--- config.mk ---
export PLATFORM = sky130hd
export DESIGN_NAME = car_direction_detector
export DESIGN_NICKNAME = d
export VERILOG_FILES = /design/src/rtl/parking_pkg.sv /design/src/rtl/sensor_debounce.sv /design/src/rtl/car_direction_detector.sv
export SDC_FILE = /design/constraint.sdc
export NUM_CORES = 1
export LEC_CHECK = 0
export CAP_MARGIN = 0
export CORE_UTILIZATION = 30
export DETAILED_ROUTE_END_ITERATION = 12
export PLACE_DENSITY_LB_ADDON = 0.2
export SYNTH_ARGS = -nofsm -noshare
export SYNTH_HDL_FRONTEND = slang
export SYNTH_HIERARCHICAL = 1
export SYNTH_SLANG_ARGS = --single-unit
--- constraint.sdc ---
create_clock -name clk -period 1.89 [get_ports clk]
set_clock_uncertainty 0.2 [all_clocks]
set_input_delay 0.378 -clock clk [delete_from_list [all_inputs] [get_ports clk]]
set_output_delay 0.378 -clock clk [all_outputs]
set_load 0.01 [all_outputs]
--- src/rtl/parking_pkg.sv ---
// Shared types and constants for the car direction detector.
// The state enum and the default debounce length live here.
package parking_pkg;

    localparam int unsigned DbCyclesDefault = 20;

    typedef enum logic [2:0] {
        StIdle,
        StIn1,
        StIn2,
        StIn3,
        StOut1,
        StOut2,
        StOut3
    } state_e;

endpackage

--- src/rtl/sensor_debounce.sv ---
// Two-flop synchronizer followed by a debouncer for one photo sensor.
// The level flips only after DB_CYCLES consecutive disagreeing synchronized samples.
module sensor_debounce
    import parking_pkg::*;
#(
    parameter int unsigned DB_CYCLES = DbCyclesDefault
) (
    input  logic clk_i,
    input  logic rst_i,
    input  logic raw_i,
    output logic level_o
);

    localparam int unsigned CntW = 16;
    localparam logic [CntW-1:0] CntLast = CntW'(DB_CYCLES - 1);

    logic            sync1_q, sync2_q;
    logic            level_q, level_d;
    logic [CntW-1:0] cnt_q, cnt_d;

    always_comb begin
        level_d = level_q;
        cnt_d   = '0;
        // Any agreeing sample falls through with cnt_d = 0, restarting the run.
        if (sync2_q != level_q) begin
            if (cnt_q == CntLast) begin
                level_d = sync2_q;
            end else begin
                cnt_d = cnt_q + 1'b1;
            end
        end
    end

    always_ff @(posedge clk_i or posedge rst_i) begin
        if (rst_i) begin
            sync1_q <= 1'b0;
            sync2_q <= 1'b0;
            level_q <= 1'b0;
            cnt_q   <= '0;
        end else begin
            sync1_q <= raw_i;
            sync2_q <= sync1_q;
            level_q <= level_d;
            cnt_q   <= cnt_d;
        end
    end

    assign level_o = level_q;

endmodule

--- src/rtl/car_direction_detector.sv ---
// Parking-lot gate direction detector: debounces two beam sensors and tracks the
// blocking order to emit one inc pulse per entry and one dec pulse per exit.
module car_direction_detector
    import parking_pkg::*;
#(
    parameter int unsigned DB_CYCLES = DbCyclesDefault
) (
    input  logic clk,
    input  logic reset,
    input  logic a,
    input  logic b,
    output logic inc,
    output logic dec
);

    logic       a_db, b_db;
    logic [1:0] ab;
    state_e     state_q, state_d;
    logic       inc_q, inc_d;
    logic       dec_q, dec_d;

    sensor_debounce #(
        .DB_CYCLES (DB_CYCLES)
    ) u_deb_a (
        .clk_i   (clk),
        .rst_i   (reset),
        .raw_i   (a),
        .level_o (a_db)
    );

    sensor_debounce #(
        .DB_CYCLES (DB_CYCLES)
    ) u_deb_b (
        .clk_i   (clk),
        .rst_i   (reset),
        .raw_i   (b),
        .level_o (b_db)
    );

    assign ab = {a_db, b_db};

    always_comb begin
        state_d = state_q;
        inc_d   = 1'b0;
        dec_d   = 1'b0;
        unique case (state_q)
            StIdle: begin
                // 11 from idle is ambiguous and deliberately ignored.
                if (ab == 2'b10) begin
                    state_d = StIn1;
                end else if (ab == 2'b01) begin
                    state_d = StOut1;
                end
            end
            StIn1: begin
                case (ab)
                    2'b11:   state_d = StIn2;
                    2'b10:   state_d = StIn1;
                    default: state_d = StIdle;
                endcase
            end
            StIn2: begin
                case (ab)
                    2'b01:   state_d = StIn3;
                    2'b10:   state_d = StIn1;
                    2'b11:   state_d = StIn2;
                    default: state_d = StIdle;
                endcase
            end
            StIn3: begin
                case (ab)
                    2'b00: begin
                        state_d = StIdle;
                        inc_d   = 1'b1;
                    end
                    2'b11:   state_d = StIn2;
                    2'b01:   state_d = StIn3;
                    default: state_d = StIdle;
                endcase
            end
            StOut1: begin
                case (ab)
                    2'b11:   state_d = StOut2;
                    2'b01:   state_d = StOut1;
                    default: state_d = StIdle;
                endcase
            end
            StOut2: begin
                case (ab)
                    2'b10:   state_d = StOut3;
                    2'b01:   state_d = StOut1;
                    2'b11:   state_d = StOut2;
                    default: state_d = StIdle;
                endcase
            end
            StOut3: begin
                case (ab)
                    2'b00: begin
                        state_d = StIdle;
                        dec_d   = 1'b1;
                    end
                    2'b11:   state_d = StOut2;
                    2'b10:   state_d = StOut3;
                    default: state_d = StIdle;
                endcase
            end
            default: state_d = StIdle;
        endcase
    end

    always_ff @(posedge clk or posedge reset) begin
        if (reset) begin
            state_q <= StIdle;
            inc_q   <= 1'b0;
            dec_q   <= 1'b0;
        end else begin
            state_q <= state_d;
            inc_q   <= inc_d;
            dec_q   <= dec_d;
        end
    end

    assign inc = inc_q;
    assign dec = dec_q;

endmodule
==> results.py <==
metrics = {
    "setup_path": {
        "cp_slowest_cell": "clkdlybuf4s50_1",
        "max_stage_delay_ns": 0.52,
        "crit_arrival_ns": 1.14,
        "crit_type": "reg -> out",
        "cp.required_ns": 1.31,
        "cp_top_family": "buffers and inverters",
        "cp-start-kind": "flip-flop",
        "crit_cells": 1,
        "critical_path.max_fanout": 1,
        "reg2regPathDepth": 5,
        "critPathBufInv": 1,
        "worstPathCellList": "clkdlybuf4s50_1",
        "endpoint_kind": "primary output",
    },
    "floorplan": {
        "io_pins": 6,
        "rows": 30,
        "core_um2": 6982,
        "start_util": 0.3179,
        "die_y_um": 88.02,
        "die_area_um2": 7747,
        "die_w_um": 88.02,
    },
    "yosys": {
        "synth_seq_area_share": 0.4848,
        "ys_warn_count": 6,
        "ys_seq_elements": 43,
        "synth_fp_nets": 226,
        "syn_area_um2": 2220,
        "synth_area_per_cell_um2": 10.42,
        "ys_types": 34,
        "syn-instance-count": 213,
    },
    "drt": {
        "drtPass1Iterations": 4,
        "routed_via_density": 4.657,
        "drc_errors": 0,
        "vias": 1495,
        "drt_iter0_drc": 61,
        "wl_um": 3909,
        "antenna_left": 0,
        "routedWlPerCell_um": 12.18,
    },
    "timing": {
        "setup_viol": 0,
        "relSlewSlack": 0.7686,
        "timing.setup.tns_ns": 0,
        "finalHoldViolCount": 0,
        "tightest_slew_ns": 0.3440,
        "grt_setup_unrepaired": "false",
        "period_minus_slack_ns": 1.717,
        "min_period_over_period": 0.9083,
        "slew_viol_final": 0,
        "fmax_mhz": 582.5,
        "holdWs_ns": 0.1441,
    },
    "power": {
        "power_density_nw_per_um2": 625.2,
        "p_leak_nw": 1.031,
        "vdd_drop_max_v": 0.0002317,
    },
    "clock_network": {
        "clkLatencyLatePin_ns": 0.29,
        "path_clk_slew_ns": 0.08,
        "post_cts_buffers": 0,
        "clkSinkCount": 43,
        "tritoncts": "built",
        "htreeDepth": 2,
        "cts_buffers": 5,
        "holdBufCountCts": 0,
        "clockRootBuffer": "clkbuf_8",
        "cts_buffer_depth": 2,
        "cts.repair.resized": 0,
    },
    "placed_design": {
        "hpwl_um": 2773,
        "place_congestion": 0.7186,
        "port_buffers": 5,
        "place_inst": 315,
        "place_area_um2": 2396,
    },
    "final_layout": {
        "layout_commonest_cell": "dfrtp_1",
        "final_cells": 321,
        "num-nets-final": 239,
        "fin_area_um2": 2475,
        "drive_gt1_frac": 0.1333,
        "area_delta_synth_final_pct": 11.50,
        "num_antenna_cells": 0,
        "mostFrequentLayoutCells": "43 x dfrtp_1, 28 x nor2_1, 22 x xnor2_1",
    },
    "global_route": {
        "grt-ovfl-total": 0,
        "grt_max_degree": 20,
        "grt_pass1_vias": 1428,
        "track_usage": 0.1167,
        "antenna_found_initial": 0,
        "grt_pass1_wl_um": 6934,
    },
    "run_status": {
        "status": "finished clean",
    },
    "hold_path": {
        "hold_path.class": "in -> async",
    },
    "run": {
        "drv_cap": 0,
    },
}
[Yosys cell counts]
cell	n	area [um2]
and3_2	2	15.01
xnor2_1	22	192.7
o32ai_1	1	8.760
clkbuf_2	2	10.01
mux2_2	2	22.52
a221oi_2	1	15.01
nor2b_1	1	6.260
xor2_1	8	70.07
o221ai_1	1	8.760
a211oi_1	1	7.510
nor3b_1	1	7.510
a31oi_1	1	6.260
buf_2	2	10.01
nand2_1	10	37.54
mux2i_1	2	20.02
o22ai_1	1	6.260
ha_1	9	112.6
nor2_1	28	105.1
nor4b_1	4	35.03
nor3_1	8	40.04
nand4_1	6	37.54
inv_1	12	45.04
nand4_4	2	42.54
nor2_2	6	37.54
nor4b_2	1	15.01
nand3_1	12	60.06
and2b_2	2	17.52
nand2b_1	1	6.260
buf_6	3	33.78
and3_1	4	25.02
nor4_1	10	62.56
dfrtp_1	43	1076
a21oi_1	3	15.01
a31o_1	1	8.760
[through the flow]
stage	util	total power, mW	worst slack, ns
after floorplan	-	1.010	0.2131
after global placement	0.3432	1.038	0.1652
after detailed placement	0.3432	1.038	0.1477
after CTS	0.3536	1.584	0.1254
after global routing	0.3545	1.629	0.02554
final	0.3545	1.547	0.1733
[final timing paths]
path,from,endpoint,slack [ns]
max,dec,dec,0.17
min,reset,dec,0.14
max reg2reg,u_deb_a/cnt_q[0],u_deb_a/cnt_q[12],0.19
min reg2reg,u_deb_b/sync1_q,u_deb_b/sync2_q,0.15
max in group asynchronous,reset,u_deb_b/sync1_q,1.00
min in group clk,u_deb_b/sync1_q,u_deb_b/sync2_q,0.15
[cell type report]
cell class | count | area (um2)
multi-input combinational | 151 | 1051
inverter | 12 | 45.04
sequential | 43 | 1076
tap | 96 | 120.1
clock buffer | 6 | 72.57
fill | 737 | 4507
timing repair buffer | 13 | 110.1
[power breakdown]
part	leakage [nW]	switching, mW	total (mW)	internal, mW
Clock	0.0371	0.283	0.529	0.247
Combinational	0.407	0.0419	0.0700	0.0282
Sequential	0.587	0.0139	0.948	0.934
Total	1.03	0.339	1.55	1.21
[cell families (layout without fill, tap and decap cells)]
kind of cell,after synthesis,after routing,share of synthesized area
xor+xnor,30,30,0.1184
compound gates,10,10,0.03439
fa+ha+maj,9,9,0.05073
mux,4,4,0.01917
buf+inv,19,31,0.04453
simple gates,98,98,0.2480
flops,43,43,0.4848
[per-layer routing]
metal  global-route usage  up-vias  wire (um)
met5                    0        -          0
met4              0.04839        0         47
met3              0.02828        4        118
met2               0.1621       24       1652
met1               0.1721      715       2090
li1                     -      752          -
[registers in the layout, summed over array words and instances (netlist names)]
register and count:
dec 1, u_deb_a/sync1_q 1, inc 1, u_deb_b/level_o 1, u_deb_a/sync2_q 1, u_deb_b/sync1_q 1
u_deb_b/cnt_q 16, u_deb_a/level_o 1, u_deb_b/sync2_q 1, state_q 3, u_deb_a/cnt_q 16
No activity file was read; power rests on OpenSTA's default activity.
